===== config.mk =====
export PLATFORM = sky130hd
export DESIGN_NAME = move_replay_buffer
export DESIGN_NICKNAME = d
export VERILOG_FILES = /design/src/rtl/move_replay_buffer_pkg.sv /design/src/rtl/move_fifo.sv /design/src/rtl/move_replay_buffer.sv
export SDC_FILE = /design/constraint.sdc
export NUM_CORES = 1
export LEC_CHECK = 0
export BUFFER_PORTS_ARGS = -buffer_cell sky130_fd_sc_hd__clkbuf_2
export CORE_MARGIN = 4
export CORE_UTILIZATION = 60
export CTS_CLUSTER_SIZE = 20
export DETAILED_ROUTE_END_ITERATION = 6
export MAX_ROUTING_LAYER = met4
export PLACE_DENSITY = 0.81
export SYNTH_ARGS = -nofsm -noshare
export SYNTH_HDL_FRONTEND = slang
export SYNTH_SLANG_ARGS = --single-unit

===== constraint.sdc =====
create_clock -name clk -period 5.6 [get_ports clk]
set_clock_uncertainty 0.05 [all_clocks]
set_input_delay 0 -clock clk [delete_from_list [all_inputs] [get_ports clk]]
set_output_delay 0 -clock clk [all_outputs]
set_load 0.05 [all_outputs]

===== src/rtl/move_replay_buffer_pkg.sv =====
// Shared definitions for the move replay buffer: move codes and FSM states.
package move_replay_buffer_pkg;

  // Move codes as written by the producer and replayed to the consumer.
  localparam logic [1:0] MV_XM = 2'b00;  // X - 1
  localparam logic [1:0] MV_YP = 2'b01;  // Y + 1
  localparam logic [1:0] MV_YM = 2'b10;  // Y - 1
  localparam logic [1:0] MV_XP = 2'b11;  // X + 1

  typedef enum logic [1:0] {
    ST_IDLE  = 2'd0,
    ST_LOAD  = 2'd1,
    ST_DRAIN = 2'd2,
    ST_FIN   = 2'd3
  } state_t;

endpackage


===== src/rtl/move_fifo.sv =====
// DEPTH x 2 show-ahead FIFO holding move codes. Pointers wrap modulo DEPTH;
// the storage array itself is never reset.
module move_fifo #(
  parameter int DEPTH = 16
) (
  input  logic                     clk,
  input  logic                     rst,
  input  logic                     clr,
  input  logic                     wr_en,
  input  logic [1:0]               wr_data,
  input  logic                     rd_en,
  output logic [1:0]               rd_data,
  output logic [$clog2(DEPTH):0]   count,
  output logic                     full,
  output logic                     empty
);

  localparam int AW = $clog2(DEPTH);

  logic [1:0]  mem [DEPTH];
  logic [AW-1:0] wr_ptr_q, wr_ptr_d;
  logic [AW-1:0] rd_ptr_q, rd_ptr_d;
  logic [AW:0]   count_q, count_d;
  logic          do_wr;
  logic          do_rd;

  assign full    = (count_q == (AW+1)'(DEPTH));
  assign empty   = (count_q == (AW+1)'(0));
  assign count   = count_q;
  assign rd_data = mem[rd_ptr_q];
  assign do_wr   = wr_en && !full && !clr;
  assign do_rd   = rd_en && !empty && !clr;

  // Next-state for pointers and occupancy; clr restarts an empty buffer.
  always_comb begin
    wr_ptr_d = wr_ptr_q;
    rd_ptr_d = rd_ptr_q;
    count_d  = count_q;
    if (clr) begin
      wr_ptr_d = AW'(0);
      rd_ptr_d = AW'(0);
      count_d  = (AW+1)'(0);
    end else begin
      if (do_wr) begin
        wr_ptr_d = wr_ptr_q + AW'(1);
      end else begin
        wr_ptr_d = wr_ptr_q;
      end
      if (do_rd) begin
        rd_ptr_d = rd_ptr_q + AW'(1);
      end else begin
        rd_ptr_d = rd_ptr_q;
      end
      count_d = count_q + (AW+1)'(do_wr) - (AW+1)'(do_rd);
    end
  end

  // Pointer and occupancy registers.
  always_ff @(posedge clk) begin
    if (rst) begin
      wr_ptr_q <= AW'(0);
      rd_ptr_q <= AW'(0);
      count_q  <= (AW+1)'(0);
    end else begin
      wr_ptr_q <= wr_ptr_d;
      rd_ptr_q <= rd_ptr_d;
      count_q  <= count_d;
    end
  end

  // Storage write; contents are don't-care until written.
  always_ff @(posedge clk) begin
    if (do_wr) begin
      mem[wr_ptr_q] <= wr_data;
    end
  end

endmodule


===== src/rtl/move_replay_buffer.sv =====
// Records a path of moves, then replays them in order while tracking the
// (x,y) position reached before each presented move.
module move_replay_buffer
  import move_replay_buffer_pkg::*;
#(
  parameter int DEPTH = 16,
  parameter int CW    = 4
) (
  input  logic                   clk,
  input  logic                   rst,
  input  logic                   start,
  input  logic                   wr_en,
  input  logic [1:0]             wr_dir,
  input  logic                   wr_last,
  input  logic                   out_ready,
  output logic                   out_valid,
  output logic [1:0]             out_dir,
  output logic [CW-1:0]          out_x,
  output logic [CW-1:0]          out_y,
  output logic [$clog2(DEPTH):0] count,
  output logic                   full,
  output logic                   empty,
  output logic                   overflow,
  output logic                   done
);

  state_t        state_q, state_d;
  logic [CW-1:0] x_q, x_d;
  logic [CW-1:0] y_q, y_d;
  logic [1:0]    last_dir_q, last_dir_d;
  logic          overflow_q, overflow_d;
  logic          done_q, done_d;
  logic          fifo_clr;
  logic          fifo_wr;
  logic          handshake;
  logic [1:0]    head_dir;

  move_fifo #(.DEPTH(DEPTH)) u_fifo (
    .clk     (clk),
    .rst     (rst),
    .clr     (fifo_clr),
    .wr_en   (fifo_wr),
    .wr_data (wr_dir),
    .rd_en   (handshake),
    .rd_data (head_dir),
    .count   (count),
    .full    (full),
    .empty   (empty)
  );

  assign out_valid = (state_q == ST_DRAIN) && !empty;
  assign handshake = out_valid && out_ready;
  // Between handshakes out_dir shows the head; otherwise it keeps the last move consumed.
  assign out_dir   = out_valid ? head_dir : last_dir_q;
  assign out_x     = x_q;
  assign out_y     = y_q;
  assign overflow  = overflow_q;
  assign done      = done_q;

  // FSM next state, write gating, overflow flag and position tracking.
  always_comb begin
    state_d    = state_q;
    x_d        = x_q;
    y_d        = y_q;
    last_dir_d = last_dir_q;
    overflow_d = overflow_q;
    done_d     = 1'b0;
    fifo_clr   = 1'b0;
    fifo_wr    = 1'b0;
    case (state_q)
      ST_IDLE: begin
        if (start) begin
          state_d    = ST_LOAD;
          fifo_clr   = 1'b1;
          x_d        = CW'(0);
          y_d        = CW'(0);
          last_dir_d = MV_XM;
          overflow_d = 1'b0;
        end else begin
          state_d = ST_IDLE;
        end
      end
      ST_LOAD: begin
        if (wr_en) begin
          if (full) begin
            overflow_d = 1'b1;
          end else begin
            fifo_wr = 1'b1;
          end
          if (wr_last) begin
            state_d = ST_DRAIN;
          end else begin
            state_d = ST_LOAD;
          end
        end else begin
          state_d = ST_LOAD;
        end
      end
      ST_DRAIN: begin
        if (handshake) begin
          last_dir_d = head_dir;
          // Position arithmetic wraps naturally at CW bits.
          case (head_dir)
            MV_XM:   x_d = x_q - CW'(1);
            MV_YP:   y_d = y_q + CW'(1);
            MV_YM:   y_d = y_q - CW'(1);
            MV_XP:   x_d = x_q + CW'(1);
            default: x_d = x_q;
          endcase
        end else if (empty) begin
          state_d = ST_FIN;
          done_d  = 1'b1;
        end else begin
          state_d = ST_DRAIN;
        end
      end
      ST_FIN: begin
        state_d = ST_IDLE;
      end
      default: begin
        state_d = ST_IDLE;
      end
    endcase
  end

  // Control, position and flag registers; rst wins over everything.
  always_ff @(posedge clk) begin
    if (rst) begin
      state_q    <= ST_IDLE;
      x_q        <= CW'(0);
      y_q        <= CW'(0);
      last_dir_q <= MV_XM;
      overflow_q <= 1'b0;
      done_q     <= 1'b0;
    end else begin
      state_q    <= state_d;
      x_q        <= x_d;
      y_q        <= y_d;
      last_dir_q <= last_dir_d;
      overflow_q <= overflow_d;
      done_q     <= done_d;
    end
  end

endmodule

Word level (Yosys, flattened, before mapping) --
Memories as Yosys holds them, arrays and structs flattened. A register that Yosys moved wholly into a read port is not among the register bits. Index checks and enable logic that the tools add are counted.
Word-level totals: register bits 27, memory bits (writable) 32, input bits 8, output and inout bits 20, logic and storage cells 84, memories kept 1
Memories:
- u_fifo.mem | words 16, bits a word 2, rd ports 1, clocked after memory_dff 1, write ports 1, RTL line move_fifo.sv:20 | logic [1:0] mem [DEPTH];
Operators by class: add/sub/neg operators 8, eq/ne operators 14, multiplexer cells 31, bitwise gates (word level) 1, reduce and logical (&&, ||, !) cells 20
Operator list (count):
- $pmux 4 s2 | 4
- $mux 4 | 5
- $add 4x1->4 const B | 4
- $mux 1 | 13
- $mux 2 | 6
- $reduce_and 4->1 | 3
- $eq 2x2->1 const B | 4
- $pmux 2 s4 | 1
- $sub 4x1->4 const B | 2
- $logic_and 1x1->1 | 6
- $ne 2x2->1 const B | 3
- $ne 3x1->1 const B | 2
- $add 5x1->5 | 1
- $eq 5x5->1 const B | 1
- $logic_not 5->1 | 1
- $sub 5x1->5 | 1
- $eq 2x1->1 const B | 2
- $logic_not 2->1 | 2
- $ne 2x1->1 const B | 2
- $pmux 2 s2 | 1
- $reduce_bool 2->1 | 2
- $logic_not 1->1 | 3
- $reduce_and 3->1 | 1
- $reduce_or 3->1 | 1
- 3 further kinds | 3

Depth between registers and ports, before layout --
word-level depth 8, gate-level depth with buffers 14, depth with buffers taken out 13

Hierarchy --
A second synthesis with hierarchy kept.
Unflattened totals: cells, all modules 265, area total of the unflattened synthesis 3032.9 sq um
Modules (own cells, without submodules):
- move_fifo | instances 1, cells an instance 163, area an instance 2149.6 sq um, seq. area each 1301.2 sq um
- move_replay_buffer | instances 1, cells an instance 102, area an instance 883.3 sq um, seq. area each 280.3 sq um

Worst setup path before layout --
Ideal clock, no wire load.
path type reg2reg, start point reg u_fifo.count_q[3], in the netlist u_fifo.count[3], end point reg u_fifo.count_q[4], in the netlist u_fifo.count[4], library setup time 72 ps, arrival time 4216 ps, required time 5478 ps, slack 1262 ps, cell stages (with the launch flop) 11, buffers on the path 0, cells stage by stage dfxtp_1 > inv_1 > ha_1 > nor4bb_1 > nor3_2 > ha_1 > fa_1 > a21oi_1 > nor2_1 > or3_1 > a21oi_1
On the way: cells in the longest elaborated chain, start to end 8, elaborated cells between the ends (all ways) 15
Ends and longest elaborated chain:
- start, declared | RTL line move_fifo.sv:23 | logic [AW:0] count_q, count_d;
- start signal, assigned | RTL line move_fifo.sv:63 | count_q <= (AW+1)'(0);
- start signal, assigned | RTL line move_fifo.sv:67 | count_q <= count_d;
- $eq 5x5->1 * | RTL line move_fifo.sv:27 | assign full = (count_q == (AW+1)'(DEPTH));
- named net full | RTL line move_replay_buffer.sv:21 | output logic full,
- $mux 1 | RTL line move_replay_buffer.sv:85 | if (full) begin
- $mux 1 | RTL line move_replay_buffer.sv:84 | if (wr_en) begin
- $mux 1 | RTL line move_replay_buffer.sv:70 | case (state_q)
- $logic_and 1x1->1 * (2 in series) | RTL line move_fifo.sv:31 | assign do_wr = wr_en && !full && !clr;
- named net u_fifo.do_wr | RTL line move_fifo.sv:24 | logic do_wr;
- $add 5x1->5 * | RTL line move_fifo.sv:54 | count_d = count_q + (AW+1)'(do_wr) - (AW+1)'(do_rd);
- $sub 5x1->5 * | RTL line move_fifo.sv:54
The timed path passes the listed nets; every way through them passes the cells marked *. A chain may end at the register's enable or synchronous reset.

==> impl_results.md <==
- Clk_lat worst skew: 0.35 ns
- Final WS setup: 2.35 ns
- RSZ-0062 raised after global routing: no
- Clock buffer depth: 2
- Leak pwr: 1.32 nW
- Total gr overflow: 0
- Number of gates resized after CTS: 0
- Max-Cap Viols: 0
- Row count: 25
- Power Density: 288 nW/um2
- H-tree depth: 3
- Total CTS buffers: 9
- Min cycle time layout: 3.25 ns
- Chip height: 78.7 um
- Slew at the pin closest to its max-slew limit: 0.592 ns
- Max stage delay on crit path: just under 0.6 ns
- Largest net degree at the start of global routing: 19
- Syn Std Cell Area: 3000 um2
- Final Max Tran Viols: 0
- Top cells by area, synth: edfxtp_1, dfxtp_1, ha_1
- Crit. End Element: flip-flop
- Area grow syn2layout: 14.7%
- Post-CTS Setup Inserts: 0
- Share of layout cells above drive strength 1: 0.189
- Post-Route Utilization: 0.719
- Post-synth EDFFs: 32
- Logic pwr share: 0.068
- Crit path cell chain: mux4_2, a22oi_2, nand3_4, nor2b_1, ha_1, a21o_1, a21oi_1, xor2_1, nor3b_1, a21oi_1, o31ai_1
- Power Total: roughly 0.001 W
- Synth cell types: between 40 and 50
- Seq cells post-synth: 63
- Reg clk slew, reported paths: 0.07 ns
- Ports: 28
- Mapped Cells: around 260
- Residual DRC count: 0
- Most instantiated cells after synthesis: nor2_1, edfxtp_1, dfxtp_1
- Core Footprint: 4790 um2
- Post-route ant nets: 0
- Setup TNS: 0 ns
- Chip width: 78.7 um
- Clock share of power: 0.435
- Post-synthesis sequential area ratio: 0.527
- Drt total wl: 5740 um
- Worst path slowest cell: dfxtp_1
- Crit path DAT: between 3 and 4 ns
- Vias in the first global route: 2077
- Avg Inst Size Synth: 11.7 um2
- Critical setup path kind: flip-flop to flip-flop
- Endpoints failing setup: 0
- CP max FO: 8
- DRT iter0 DRCs: 110
- Synth top area share: 0.320
- Initial core utilization: 0.627
- Outcome: complete, no violations
- Seq pwr share: 0.497
- Antenna cells: 0
- Initial antenna violation count: 0
- Most common cell in the synthesized netlist: nor2_1
- Wire per inst: roughly 16 um
- Synth Net Count: 281
- Synth warn: 0
- Hold_ws: 0.0207 ns
- Largest area contributor in the netlist: edfxtp_1
- Vias: a little over 2000
- Die ar.: 6200 um2
- Switch share: 0.235
- Placer Congestion: 0.855
- Max frequency: ~310 MHz
- TritonCTS clock tree: yes
- Slew headroom: 0.603
- Net count, final: 316
- Final hold vios: 0
- CP required: 5.81 ns
- All-Layer GR Usage: 0.212
- Crit path launch type: flip-flop
- PortBufs: 27
- Dpl ws: 2.37 ns
- Post-synth ARST share: 0
- First-pass GRT wire length: 9670 um
- P_int: 0.000759 W
- CTS sink cnt: 63
- Main synth FF type: edfxtp_1
- Final cycle utilization of the critical path: 0.580
- Switch Pwr: 0.000233 W
- Cell mode on critical path: a21oi_1
- HPWL Detailed: 3950 um
- Worst vdd ir: 214 uV
- Worst hold path type: input port to flip-flop
- Avg Vias per Cell: 5.65
- Drt pass-1 iters: 4
- CTS root buffer: clkbuf_8
==> worst max-delay path: cells and delay by family (launching register included) <==
family	cells	cell delay, ns
DFF	1	0.59
and+or+nand+nor	3	0.67
muxes	1	0.58
AOI/OAI and AO/OA	5	0.85
xor gates and xnor gates	1	0.10
adders and majority gates	1	0.32
==> final cells by class <==
type / count / area [um2]
sequential: 63 / 1580
fill: 339 / 1350
multi-input combinational: 171 / 1330
timing repair buffer: 32 / 183
clock buffer: 10 / 128
clock inverter: 6 / 85.1
tap: 67 / 83.8
inverter: 14 / 52.6
==> registers in the layout, indices dropped and copies added, names as in the netlist, named ones only <==
name             flops
overflow             1
last_dir_q           2
out_y                4
state_q              1
done                 1
u_fifo.wr_ptr_q      4
out_x                4
u_fifo.rd_ptr_q      4
u_fifo.count         5
u_fifo.mem          32
==> cells in the final DEF, fill, tap and decap left out, drive strengths merged, types with 5 or more instances in the layout <==
master  instances
edfxtp         32
xnor2           6
ha             14
mux4            8
xor2            9
dfxtp          31
nand2b          5
a21oi          15
nand2          19
nand3           8
nor2           38
nor3            7
inv            14
clkbuf         37
==> metal layers <==
layer,GRT usage,wire (um)
met2,0.345,2890
met5,-,0
met3,0.0476,253
met1,0.246,2450
met4,0.114,137
==> kinds of logic (layout without fill, tap and decap cells) <==
| kind of cell | count (synthesis) | in the layout | synth area share |
|---|---|---|---|
| AOI/OAI and AO/OA | 34 | 34 | 0.0771 |
| xor gates and xnor gates | 15 | 15 | 0.0488 |
| adders and majority gates | 17 | 17 | 0.0784 |
| buffers and inverters | 22 | 62 | 0.0304 |
| DFF | 63 | 63 | 0.527 |
| muxes | 11 | 11 | 0.0771 |
| and+or+nand+nor | 94 | 94 | 0.161 |
==> power by group through the flow <==
| stage | Clock (W) | Sequential [W] | Combinational, W |
|---|---|---|---|
| final | 0.000431 | 0.000493 | 0.0000680 |
| after detailed placement | 0 | 0.000503 | 0.0000658 |
| after global routing | 0.000457 | 0.000494 | 0.0000741 |
| after global placement | 0 | 0.000503 | 0.0000637 |
| after floorplan | 0 | 0.000509 | 0.0000406 |
| after CTS | 0.000435 | 0.000493 | 0.0000681 |
==> repair_timing <==
item	CTS	global route
hold buffers	4	0
hold endpoints to repair	4	0
endpoints found under the setup margin	0	0
==> worst paths after layout <==
kind	start	endpoint	slack, ns	depth (start not counted)
setup / recovery	flip-flop	out_y[3]	2.35	11
hold / removal	wr_en	overflow	0.02	5
setup reg to reg	flip-flop	out_y[3]	2.35	11
hold reg to reg	overflow	overflow	0.43	2
==> per-stage QoR <==
| stage | cells | instance area [um2] |
|---|---|---|
| 2_1_floorplan | 256 | 3000 |
| 3_3_place_gp | 343 | 3190 |
| 3_5_place_dp | 343 | 3190 |
| 4_1_cts | 363 | 3440 |
| 5_1_grt | 363 | 3440 |
| 6_report | 363 | 3440 |
Note: power is estimated with default switching activity, not from simulation.
